<file path="config.mk">
export PLATFORM = sky130hd
export DESIGN_NAME = nbit_rca
export DESIGN_NICKNAME = d
export VERILOG_FILES = /design/src/rtl/nbit_rca_pkg.sv /design/src/rtl/rca_full_adder.sv /design/src/rtl/nbit_rca.sv
export SDC_FILE = /design/constraint.sdc
export NUM_CORES = 1
export LEC_CHECK = 0
export BUFFER_PORTS_ARGS = -buffer_cell sky130_fd_sc_hd__buf_4
export CELL_PAD_IN_SITES_DETAIL_PLACEMENT = 0
export CELL_PAD_IN_SITES_GLOBAL_PLACEMENT = 1
export CORE_AREA = 2 2 39 41
export CTS_BUF_LIST = sky130_fd_sc_hd__clkbuf_2
export CTS_CLUSTER_SIZE = 14
export DETAILED_ROUTE_END_ITERATION = 7
export DIE_AREA = 0 0 41 43
export GPL_ROUTABILITY_DRIVEN = 0
export PLACE_DENSITY_LB_ADDON = 0.2
export SYNTH_ARGS = -nofsm -noshare
export SYNTH_HDL_FRONTEND = slang
export SYNTH_HIERARCHICAL = 1
export SYNTH_SLANG_ARGS = --single-unit
</file>
<file path="constraint.sdc">
create_clock -name clk -period 0.8 [get_ports clk]
set_input_delay 0.08 -clock clk [delete_from_list [all_inputs] [get_ports clk]]
set_output_delay 0.08 -clock clk [all_outputs]
set_load 0.01 [all_outputs]
</file>
<file path="src/rtl/nbit_rca_pkg.sv">
// nbit_rca_pkg -- shared constants and types for the nbit_rca adder slice.
//
// Contents:
//   NBIT_RCA_DEFAULT_W : default operand width (8)
//   NBIT_RCA_MAX_W     : widest legal operand width (64)
//   carry_vec_t        : internal carry vector, sized for the widest adder;
//                        an N-bit instance uses bits [N:0] of it.
package nbit_rca_pkg;

  localparam int NBIT_RCA_DEFAULT_W = 8;
  localparam int NBIT_RCA_MAX_W     = 64;

  // Bit 0 is the carry-in, bit i+1 is the carry out of full adder i.
  typedef logic [NBIT_RCA_MAX_W:0] carry_vec_t;

endpackage : nbit_rca_pkg

</file>
<file path="src/rtl/rca_full_adder.sv">
// rca_full_adder -- one-bit full adder cell of the ripple-carry chain.
//
// Ports:
//   a, b : operand bits (input)
//   ci   : carry in (input)
//   s    : sum bit (output)
//   co   : carry out, majority of a/b/ci (output)
//
// Purely combinational.
module rca_full_adder (
  input  logic a,
  input  logic b,
  input  logic ci,
  output logic s,
  output logic co
);

  assign s  = a ^ b ^ ci;
  assign co = (a & b) | (a & ci) | (b & ci);

endmodule : rca_full_adder

</file>
<file path="src/rtl/nbit_rca.sv">
// nbit_rca -- N-bit ripple-carry adder with a registered result stage.
//
// The sum is formed by a strict chain of N rca_full_adder cells (no
// lookahead, no '+' inference) and captured on the rising clock edge,
// giving one cycle of latency and one addition per cycle.
//
// Parameters:
//   N     : operand / sum width, 1..64 (default 8)
//
// Ports:
//   clk   : rising-edge clock (input)
//   rst_n : asynchronous active-low reset, clears all outputs (input)
//   a, b  : N-bit operands, unsigned or two's complement (input)
//   cin   : carry into bit 0 (input)
//   s     : registered sum, (a + b + cin) mod 2^N (output)
//   cout  : registered carry out of bit N-1 (output)
//   ovf   : registered signed overflow (output, only with NBIT_RCA_OVF_EN)
//
// Build option:
//   NBIT_RCA_OVF_EN : when defined, adds the ovf port and its register.
module nbit_rca
  import nbit_rca_pkg::*;
#(
  parameter int N = NBIT_RCA_DEFAULT_W
) (
  input  logic         clk,
  input  logic         rst_n,
  input  logic [N-1:0] a,
  input  logic [N-1:0] b,
  input  logic         cin,
  output logic [N-1:0] s,
`ifdef NBIT_RCA_OVF_EN
  output logic         cout,
  output logic         ovf
`else
  output logic         cout
`endif
);

  if (N < 1 || N > NBIT_RCA_MAX_W) begin : g_bad_width
    $error("nbit_rca: N=%0d outside legal range 1..%0d", N, NBIT_RCA_MAX_W);
  end

  carry_vec_t   carry_p0;
  logic [N-1:0] sum_p0;

  // Stage 0: combinational ripple chain
  assign carry_p0[0] = cin;

  for (genvar i = 0; i < N; i++) begin : g_fa
    rca_full_adder u_fa (
      .a  (a[i]),
      .b  (b[i]),
      .ci (carry_p0[i]),
      .s  (sum_p0[i]),
      .co (carry_p0[i+1])
    );
  end

  // The shared carry type is sized for the widest adder; tie off the bits
  // above this instance's chain so nothing is left floating.
  if (N < NBIT_RCA_MAX_W) begin : g_carry_tie
    logic unused_carry_hi;
    assign carry_p0[NBIT_RCA_MAX_W:N+1] = '0;
    assign unused_carry_hi = ^carry_p0[NBIT_RCA_MAX_W:N+1];
  end

  // Stage 1: output registers
  always_ff @(posedge clk or negedge rst_n) begin
    if (!rst_n) begin
      s    <= '0;
      cout <= 1'b0;
    end else begin
      s    <= sum_p0;
      cout <= carry_p0[N];
    end
  end

`ifdef NBIT_RCA_OVF_EN
  // Signed overflow: carry into the sign bit differs from carry out of it.
  // For N = 1 the carry into the sign bit is cin itself (carry_p0[0]).
  always_ff @(posedge clk or negedge rst_n) begin
    if (!rst_n) begin
      ovf <= 1'b0;
    end else begin
      ovf <= carry_p0[N] ^ carry_p0[N-1];
    end
  end
`endif

endmodule : nbit_rca

</file>
==> After elaboration in Yosys (flattened, before gate mapping) <==
Cells that the tools add are included.
{ "op_classes": {"bitwise_logic": 56} }
{ "ops": {"columns": ["cell", "n"], "rows": [
  ["bitwise AND 1 bit", 24],
  ["OR 1 bit", 16],
  ["XOR 1 bit", 16]
]} }
{ "word_totals": {"output_inout_bits": 9, "input_bits": 19, "reg_bits": 9} }

==> Longest topological paths before layout <==
Gate-level depths: netlist (run 1).
{ "logic_depth": {"word_depth": 24, "ltp_mapped": 8} }

==> Cells and area by module <==
Netlist (run 1), hierarchy kept.
{ "modules_own_cells": {"columns": ["mod", "instances", "cells_per_inst", "area_per_inst_um2"], "rows": [
  ["nbit_rca", 1, 9, 225.2],
  ["rca_full_adder", 8, 1, 20.0]
]} }

==> Worst setup path before layout (run 1) <==
Ideal clock, no wire load.
{ "synth_path": {"path_kind": "input-to-reg", "startpoint": "in a[0]", "endpoint": "reg s[7]", "arrival_time_ns": 3.195, "setup_time_ns": 0.136, "required_time_ns": 0.664, "slack_ns": -2.530, "path_stages": 8, "path_buffers": 0, "path_cell_list": "fa_1 fa_1 fa_1 fa_1 fa_1 fa_1 fa_1 fa_1"} }
{ "synth_between": {"elab_chain_cells": 22, "elab_cells_between_ends": 29, "classes_between": "bitwise (29)"} }
{ "synth_lines": {"columns": ["item", "line", "source"], "rows": [
  ["start: declaration", "nbit_rca.sv:28", "input logic [N-1:0] a,"],
  ["bitwise AND 1 bit", "rca_full_adder.sv:19", "assign co = (a & b) | (a & ci) | (b & ci);"],
  ["OR 1 bit * (2 in a row)", "rca_full_adder.sv:19", null],
  ["bitwise AND 1 bit", "rca_full_adder.sv:19", null],
  ["OR 1 bit", "rca_full_adder.sv:19", null],
  ["OR 1 bit *", "rca_full_adder.sv:19", null],
  ["via carry_p0[2]", "nbit_rca.sv:44", "carry_vec_t carry_p0;"],
  ["bitwise AND 1 bit", "rca_full_adder.sv:19", null],
  ["OR 1 bit", "rca_full_adder.sv:19", null],
  ["(+1 left out)", null, null],
  ["via carry_p0[3]", "nbit_rca.sv:44", null],
  ["(+3 left out)", null, null],
  ["via carry_p0[4]", "nbit_rca.sv:44", null],
  ["(+3 left out)", null, null],
  ["via carry_p0[5]", "nbit_rca.sv:44", null],
  ["(+2 left out)", null, null],
  ["OR 1 bit *", "rca_full_adder.sv:19", null],
  ["via carry_p0[6]", "nbit_rca.sv:44", null],
  ["bitwise AND 1 bit", "rca_full_adder.sv:19", null],
  ["OR 1 bit", "rca_full_adder.sv:19", null],
  ["OR 1 bit *", "rca_full_adder.sv:19", null],
  ["via carry_p0[7]", "nbit_rca.sv:44", null],
  ["XOR 1 bit *", "rca_full_adder.sv:18", "assign s = a ^ b ^ ci;"],
  ["via sum_p0[7]", "nbit_rca.sv:45", "logic [N-1:0] sum_p0;"],
  ["end signal: assignment", "nbit_rca.sv:74", "s <= sum_p0;"],
  ["end: declaration", "nbit_rca.sv:31", "output logic [N-1:0] s,"]
]} }
Mark *: on every way through the listed nets, which the timed path passes. The rest lies on a longest branch.

==> Final worst setup path (run 1) <==
{ "layout_path": {"startpoint": "in a[0]", "endpoint": "reg s[7]"} }
{ "layout_between": {"elab_chain_cells": 22, "elab_cells_between_ends": 29, "classes_between": "bitwise (29)"} }
{ "layout_lines": {"columns": ["item", "line"], "rows": [
  ["bitwise AND 1 bit", "rca_full_adder.sv:19"],
  ["OR 1 bit * (2 in a row)", "rca_full_adder.sv:19"],
  ["via carry_p0[1]", "nbit_rca.sv:44"],
  ["bitwise AND 1 bit", "rca_full_adder.sv:19"],
  ["OR 1 bit", "rca_full_adder.sv:19"],
  ["OR 1 bit *", "rca_full_adder.sv:19"],
  ["via carry_p0[2]", "nbit_rca.sv:44"],
  ["bitwise AND 1 bit", "rca_full_adder.sv:19"],
  ["(+2 left out)", null],
  ["via carry_p0[3]", "nbit_rca.sv:44"],
  ["(+3 left out)", null],
  ["via carry_p0[4]", "nbit_rca.sv:44"],
  ["(+3 left out)", null],
  ["via carry_p0[5]", "nbit_rca.sv:44"],
  ["(+2 left out)", null],
  ["OR 1 bit *", "rca_full_adder.sv:19"],
  ["via carry_p0[6]", "nbit_rca.sv:44"],
  ["bitwise AND 1 bit", "rca_full_adder.sv:19"],
  ["OR 1 bit", "rca_full_adder.sv:19"],
  ["OR 1 bit *", "rca_full_adder.sv:19"],
  ["via carry_p0[7]", "nbit_rca.sv:44"],
  ["XOR 1 bit *", "rca_full_adder.sv:18"],
  ["via sum_p0[7]", "nbit_rca.sv:45"]
]} }
Marked as above.

==> run summary, run 1 <==
First-pass GRT wire length: 1.40 mm
Sum Neg Setup Slack: -10.50 ns
Most used cell, CP: fa_2
Final-report hold violation count: 0
Clock transition at path regs: 0.08 ns
Failing checks: negative setup slack
CTS Buf Count: 3
Vias in the first global route: 309
Min Tclk post-route: 3.02 ns
CP Cell Sequence: buf_6, fa_2, fa_2, fa_2, fa_2, fa_2, fa_2, fa_2, fa_1
Core area: 1380 um^2
Top-level port count: 28
VDD IR max: 886 uV
CP max stage cell: fa_1
Crit share post-route: 378%
Vias per cell: 3.97
Sequential cell area fraction in the yosys report: 58.4%
Slew margin rel.: 91.9%
Cell count after synthesis: 17
Die area: 1760 um^2
Number of warnings issued by yosys: 6
Worst-Margin Slew: 0.121 ns
Crit path arrival time: 3.13 ns
Final setup violating endpoints: 17
Power Density: 1820 nW/um^2
Worst Hold Class: in -> reg
Starting Density: 27.8%
DRT Wirelength: 805 um
Syn_area_per_cell: 22.7 um^2
Final worst-path setup slack: -2.22 ns
Antenna violations before repair: 0
Synthesized area: 385 um^2
Die Ht: 43 um
IO Port Bufs: 27
TritonRoute pass-1 iters: 1
Congestion Overflow GR: 0
Number of inserted diodes: 0
CP max stage delay: 0.44 ns
TritonCTS clock tree: built
Count of different cell masters after synthesis: 2
Max Root-Sink Buffers: 2
Area growth from synthesis to layout: 79.9%
GRT Util Overall: 13.4%
Clock H-tree levels: 1
Critical Path RT: 0.91 ns
CTS root buffer: clkbuf_2
Post-layout net count: 77
Outcome: complete, but fails checks
DR vias: 258
Pins Over Slew Limit: 0
Cell Rows: 14
Drt first-iter violations: 0
Design Area, Final: 693 um^2
Crit end category: flip-flop
Peak Freq: 0.331 GHz
Startpoint types: input port
Layout fillers: 125
Share of layout cells above drive strength 1: 77.6%
Clk sinks: 9
Largest cells by area after synthesis: dfrtp_1, fa_1
Max Cap Violations: 0
Wire per inst: 12.4 um
Syn Nets: 44
Crit-path max FO: 1
RSZ-0062 raised after global routing: yes
Largest net degree at the start of global routing: 10
Placed Area: 626 um^2
Static Leak: 0.320 nW
Residual DRC: 0
Post-synthesis register bit count: 9
Inst Count DP: 60
Yosys top cell area share: 58.4%
Synth area leader: dfrtp_1
Non-filler cells in the finished layout: 65
Antenna-violating nets left: 0
Setup Crit Path Kind: in -> reg
Die X: 41 um
-- critical path, delay by kind of cell --
family / cells / cell delay, ns
buffers and inverters: 1 / 0.10
adder cells (fa/ha/maj): 8 / 2.95
-- registers in the layout (all words and copies together) (netlist names) --
signal / cells
cout: 1
s: 8
-- cell usage after synthesis --
master / count
dfrtp_1: 9
fa_1: 8
-- layout by cell type, fill, tap and decap left out, drive strengths merged --
cell type,n
buf,27
clkbuf,4
dfrtp,9
dlygate4sd3,1
fa,8
-- kinds of logic after synthesis --
kind of cell | after synthesis | share of synthesized area [%]
flip-flops | 9 | 58.4
adder cells (fa/ha/maj) | 8 | 41.6
-- where the power goes --
| part | internal, W | total (W) | switching, W |
|---|---|---|---|
| Sequential | 0.000537 | 0.000575 | 0.0000381 |
| Clock | 0.000133 | 0.000280 | 0.000147 |
| Combinational | 0.000259 | 0.000407 | 0.000148 |
-- path summary, 6_finish.rpt --
path	startpoint	to	slack, ns	cells past startpoint
min in group asynchronous	rst_n	s[0]$_DFF_PN0_	0.19	2
max in group asynchronous	rst_n	s[1]$_DFF_PN0_	0.47	2
min	b[7]	s[7]$_DFF_PN0_	0.12	2
max	a[0]	s[7]$_DFF_PN0_	-2.22	9
-- area by class of cell --
type	instances	area (um^2)	share of cell area [%]
timing repair buffer	28	250	36.1
sequential	9	225	32.5
multi-input combinational	8	178	25.6
clock buffer	4	20.0	2.89
tap	16	20.0	2.89
-- routing by layer --
layer  track usage [%]  part of all wire [%]
met5                 0                     0
met4              10.0                   1.7
met3              5.24                   7.1
met2              21.3                    66
met1              13.1                    25
-- per-stage QoR --
step | util, % | total power, W | setup slack, ns | hold WS (ns)
3_3_place_gp | 45.2 | 0.000909 | -2.44 | -0.0958
3_5_place_dp | 45.2 | 0.000936 | -2.52 | -0.0904
4_1_cts | 50.1 | 0.00129 | -2.23 | 0.114
5_1_grt | 50.1 | 0.00136 | -2.28 | 0.108
6_report | 50.1 | 0.00126 | -2.22 | 0.120
2_1_floorplan | - | 0.000677 | -2.26 | -0.216
-- repair_timing --
action                     CTS  global route
hold endpoints to repair     9             0
setup endpoints to repair   17            17
cloned                       0             0
resized for setup           10             0
setup buffers                0             0
hold buffers                 1             0
(Power assumes the default switching activity.)
==> run 2, diff against run 1 <==
--- a/config.mk
+++ b/config.mk
@@ -14,7 +14,7 @@
 export DETAILED_ROUTE_END_ITERATION = 7
 export DIE_AREA = 0 0 41 43
 export GPL_ROUTABILITY_DRIVEN = 0
-export PLACE_DENSITY_LB_ADDON = 0.2
+export PLACE_DENSITY = 0.86
 export SYNTH_ARGS = -nofsm -noshare
 export SYNTH_HDL_FRONTEND = slang
 export SYNTH_HIERARCHICAL = 1
==> run 2 against run 1 <==
  * The run still ends with negative setup slack left
  * First-iteration DRC count is 3 higher
  * Critical endpoint unchanged
  * Clock-buffer cell count did not move
  * Setup slack better by 0.082 ns
  * Sequential cell count did not move
  * Critical path depth did not move
  * Fmax up 2.8%
  * Critical path type unchanged
==> run summary, run 2 (synthesis results as in run 1) <==
Critical Path RT: 0.92 ns
Cell Rows: 14
DRT Wirelength: 837 um
Clock transition at path regs: 0.08 ns
VDD IR max: 669 uV
DR vias: 269
Comb pwr share: 32.0%
Post-layout net count: 77
Die area: 1760 um^2
Die X: 41 um
Setup crit start: a[0]
Setup Crit Path Kind: in -> reg
Share of layout cells above drive strength 1: 77.6%
Worst-Margin Slew: 0.121 ns
Drt first-iter violations: 3
Core area: 1380 um^2
Vias in the first global route: 323
Final-report hold violation count: 0
Startpoint types: input port
Final setup violating endpoints: 17
Antenna-violating nets left: 0
Static Leak: 0.320 nW
Number of inserted diodes: 0
RSZ-0062 raised after global routing: yes
Net Sw Frac: 26.6%
TritonCTS clock tree: built
Final worst-path setup slack: -2.14 ns
Starting Density: 27.8%
Area growth from synthesis to layout: 79.9%
Crit share post-route: 367%
IO Port Bufs: 27
Die Ht: 43 um
Crit path capture: s[7]$_DFF_PN0_
Clock power frac: 22.2%
Max Cap Violations: 0
Min Tclk post-route: 2.94 ns
Commonest non-fill, non-tap cell in the layout: buf_4
Vias per cell: 4.14
Largest registers in the final layout: s: 8 flops, cout: 1 flops
Max reg flops: 8
Wire per inst: 12.9 um
Power Density: 1820 nW/um^2
Slew margin rel.: 92.0%
Crit-path max FO: 1
Clock H-tree levels: 1
Outcome: complete, but fails checks
Failing checks: negative setup slack
TritonRoute pass-1 iters: 3
Inst Count DP: 60
Top-level port count: 28
Worst Hold Class: in -> reg
Non-filler cells in the finished layout: 65
Max Root-Sink Buffers: 2
Pins Over Slew Limit: 0
Crit path arrival time: 3.06 ns
Hold Slack: 0.101 ns
Congestion Overflow GR: 0
Internal power: 0.000926 W
Peak Freq: 0.340 GHz
Reg with most FFs: s
CTS Buf Count: 3
Crit end category: flip-flop
Largest net degree at the start of global routing: 10
GRT Util Overall: 12.1%
Seq pwr share: 45.7%
Clk sinks: 9
Residual DRC: 0
Antenna violations before repair: 0
Post-CTS Setup Bufs: 0
Commonest non-fill, non-tap cells in the layout: buf_4, buf_6, dfrtp_1, fa_2, clkbuf_2
CTS root buffer: clkbuf_2
Sw power: 0.000337 W
First-pass GRT wire length: 1.31 mm
## run 2: cell counts in the layout (fill, tap and decap cells not counted)
No cell type changed its count.
## run 2: power groups by stage
stage / clock (W) / sequential (W) / combinational [W]
floorplan: 0 / 0.000612 / 0.0000643
global placement: 0 / 0.000568 / 0.000351
detailed placement: 0 / 0.000573 / 0.000364
CTS: 0.000304 / 0.000580 / 0.000417
global route: 0.000322 / 0.000588 / 0.000457
finish: 0.000280 / 0.000578 / 0.000405
## run 2: final cells by class
class / count / area [um^2]
clock buffer: 4 / 20.0
fill: 128 / 691
multi-input combinational: 8 / 178
sequential: 9 / 225
tap: 16 / 20.0
timing repair buffer: 28 / 250
## run 2: what timing repair did
action | CTS | global route
endpoints found under the hold margin | 9 | 0
endpoints found under the setup margin | 17 | 17
hold buffers | 1 | 0
gates cloned | 0 | 0
resized for setup | 10 | 0
pin swaps | 1 | 0
## run 2: routing by layer
metal  routed length, um  up-vias  track usage [%]
li1                    -      114                -
met1                 266      125             12.9
met2                 414       28             18.8
met3                 150        2             3.14
met4                   6        0             10.0
met5                   0        -                0
## run 2: critical path: stages
cell	delay (ns)
buf_6	0.09
fa_2	0.38
fa_2	0.35
fa_2	0.34
fa_2	0.34
fa_2	0.35
fa_2	0.35
fa_2	0.35
fa_1	0.42
## run 2: metrics by stage
| step | setup WS, ns | utilization (%) | TNS (ns) | cell area [um^2] | total power [W] |
|---|---|---|---|---|---|
| 6_report | -2.14 | 50.1 | -10.17 | 693 | 0.00126 |
| 5_1_grt | -2.17 | 50.1 | -10.75 | 693 | 0.00137 |
| 4_1_cts | -2.13 | 50.1 | -10.33 | 693 | 0.00130 |
| 3_5_place_dp | -2.46 | 45.2 | -12.52 | 626 | 0.000937 |
| 3_3_place_gp | -2.44 | 45.2 | -12.38 | 626 | 0.000919 |
| 2_1_floorplan | -2.26 | - | -11.06 | 403 | 0.000677 |
## run 2: worst min-delay path by stage
stage	from	to	slack, ns	cells after the start
floorplan	rst_n	cout$_DFF_PN0_	-0.22	0
global placement	rst_n	s[2]$_DFF_PN0_	-0.1	1
detailed placement	rst_n	s[0]$_DFF_PN0_	-0.09	1
CTS	b[7]	s[7]$_DFF_PN0_	0.08	2
global route	b[7]	s[7]$_DFF_PN0_	0.08	2
finish	b[7]	s[7]$_DFF_PN0_	0.10	2
==> run 3, diff against run 2 <==
--- a/config.mk
+++ b/config.mk
@@ -14,8 +14,7 @@
 export DETAILED_ROUTE_END_ITERATION = 7
 export DIE_AREA = 0 0 41 43
 export GPL_ROUTABILITY_DRIVEN = 0
-export PLACE_DENSITY = 0.86
+export PLACE_DENSITY = 0.91
 export SYNTH_ARGS = -nofsm -noshare
 export SYNTH_HDL_FRONTEND = slang
-export SYNTH_HIERARCHICAL = 1
 export SYNTH_SLANG_ARGS = --single-unit
==> run 3 against run 2 <==
  * The flow still finishes with violations (negative setup slack)
  * Highest routed layer is now met3
  * Sequential cell count is the same
  * Synthesized cell count increased by 59%
  * Core utilization grew 5.1 points
  * Fmax up 1.4%
  * Final area increased by 10%
  * Total power up 2.7%
  * Hold slack better by 0.043 ns
  * Global-route usage is essentially flat
  * Combinational power rose by 11%
  * Critical path depth rose by 4
  * Final cell count rose by 15%
  * Sequential share of layout area shrank 3.0 points
==> run summary, run 3 <==
Clk sinks: 9
Core area: 1380 um^2
Crit share post-route: 362%
Clock transition at path regs: 0.09 ns
CTS root buffer: clkbuf_2
Largest registers in the final layout: s: 8 flops, cout: 1 flops
HP Start: b[3]
Commonest non-fill, non-tap cells in the layout: buf_4, buf_6, dfrtp_1, fa_2, inv_2
Min Tclk post-route: 2.90 ns
Net Sw Frac: 27.0%
Area used by multi-input combinational logic: 180 um^2
Reg with most FFs: s
FFs w/ async S/R, synth: 100%
Final worst-path setup slack: -2.10 ns
Clock power frac: 21.1%
Count of different cell masters after synthesis: 3
DRT Wirelength: 857 um
Critical Path RT: 0.97 ns
GRT Util Overall: 12.2%
Peak Freq: 0.345 GHz
Most frequent cell after synthesis: inv_1
Wire per inst: 11.4 um
Vias in the first global route: 317
Top cells by instance count after synthesis: inv_1, dfrtp_1, fa_1
Pins Over Slew Limit: 0
TritonCTS clock tree: built
Crit end category: flip-flop
First-pass GRT wire length: 1.32 mm
Vias per cell: 3.95
Cell count after synthesis: 27
Seq pwr share: 44.3%
Comb pwr share: 34.7%
Slew margin rel.: 92.3%
Drt first-iter violations: 6
Sum Neg Setup Slack: -9.40 ns
CTS Buf Count: 3
Synth area leader: dfrtp_1
Crit path arrival time: 3.07 ns
Internal power: 0.000947 W
WHS Endpoint: s[3]$_DFF_PN0_
Number of inserted diodes: 0
Top-level port count: 28
Syn Nets: 54
Starting Density: 30.6%
Sequential cell area fraction in the yosys report: 53.3%
Outcome: complete, but fails checks
Synthesized area: 423 um^2
Largest cells by area after synthesis: dfrtp_1, fa_1, inv_1
Largest net degree at the start of global routing: 10
RSZ-0062 raised after global routing: yes
Clock H-tree levels: 1
Setup Crit Path Kind: in -> reg
Post-synthesis register bit count: 9
Die area: 1760 um^2
Commonest non-fill, non-tap cell in the layout: buf_4
Layout fillers: 110
Max Root-Sink Buffers: 2
DR vias: 296
Post-layout net count: 87
Setup crit start: a[0]
Startpoint types: input port
Post-synth top flop: dfrtp_1
Post-synth EDFFs: 0
Number of warnings issued by yosys: 0
Design Area, Final: 763 um^2
VDD IR max: 551 uV
Cell Rows: 14
Placed Area: 681 um^2
Crit-path max FO: 1
Share of layout cells above drive strength 1: 78.0%
Die Ht: 43 um
Congestion Overflow GR: 0
TritonRoute pass-1 iters: 2
Power Density: 1700 nW/um^2
Final setup violating endpoints: 13
Max reg flops: 8
Hpwl dp: 754 um
Die X: 41 um
Syn_area_per_cell: 15.7 um^2
IO Port Bufs: 27
Failing checks: negative setup slack
Post-layout util: 55.2%
Final-report hold violation count: 0
Antenna violations before repair: 0
Yosys top cell area share: 53.3%
Worst-Margin Slew: 0.116 ns
FF/Latch Area: 225 um^2
Max Cap Violations: 0
Sw power: 0.000350 W
Hold depth: 2
Residual DRC: 0
Static Leak: 0.373 nW
Area growth from synthesis to layout: 80.5%
Antenna-violating nets left: 0
Worst Hold Class: in -> reg
## run 3: cell types whose count changed in the layout (fill, tap and decap cells not counted), sizes merged
cell  change
inv      +10
## run 3: cell type report
| type | count | area share, % |
|---|---|---|
| sequential | 9 | 29.5 |
| clock buffer | 4 | 2.62 |
| multi-input combinational | 8 | 23.6 |
| tap | 16 | 2.62 |
| inverter | 10 | 7.21 |
| timing repair buffer | 28 | 34.4 |
## run 3: per-layer routing
metal / up-vias / share of wire (%) / GRT usage [%]
met2: 14 / 57 / 20.6
met4: 0 / 0 / 8.00
met5: - / 0 / 0
met1: 145 / 34 / 11.9
met3: 0 / 8.5 / 3.14
li1: 137 / - / -
## run 3: critical path, cell delays in order
cell and delay (ns):
buf_12 0.11, inv_12 0.04, fa_2 0.19, inv_2 0.04, fa_2 0.33, fa_2 0.35
fa_2 0.37, fa_2 0.35, fa_2 0.34, fa_2 0.34, inv_2 0.06, fa_2 0.43
inv_2 0.05
## run 3: power by group through the flow
stage	Combinational, W	Sequential [W]	Clock (W)
global placement	0.000373	0.000564	0
CTS	0.000450	0.000575	0.000282
detailed placement	0.000389	0.000568	0
floorplan	0.0000914	0.000612	0
finish	0.000449	0.000574	0.000273
global route	0.000502	0.000581	0.000314
## run 3: cell families after synthesis
logic type / count (synthesis) / share of synthesized area, %
fa+ha+maj: 8 / 37.9
buf+inv: 10 / 8.88
flops: 9 / 53.3
## run 3: worst max-delay path by stage
stage,endpoint
after CTS,s[7]$_DFF_PN0_
final,s[7]$_DFF_PN0_
after global placement,s[7]$_DFF_PN0_
after detailed placement,s[7]$_DFF_PN0_
after global routing,s[7]$_DFF_PN0_
after floorplan,s[7]$_DFF_PN0_
## run 3: per-stage QoR
| step | hold WS (ns) | setup WS [ns] | total power [W] | cells |
|---|---|---|---|---|
| 3_3_place_gp | -0.0981 | -2.34 | 0.000936 | 70 |
| 4_1_cts | 0.140 | -2.09 | 0.00131 | 75 |
| 5_1_grt | 0.115 | -2.15 | 0.00140 | 75 |
| 2_1_floorplan | -0.216 | -2.13 | 0.000704 | 27 |
| 6_report | 0.144 | -2.10 | 0.00130 | 75 |
| 3_5_place_dp | -0.0937 | -2.36 | 0.000958 | 70 |
## run 3: what timing repair did
action | in CTS | in global routing
endpoints found under the hold margin | 9 | 0
hold buffers | 1 | 0
buffers inserted | 0 | 0
cloned | 0 | 0
setup endpoints to repair | 17 | 17
resized for setup | 14 | 2
pin swaps | 0 | 2
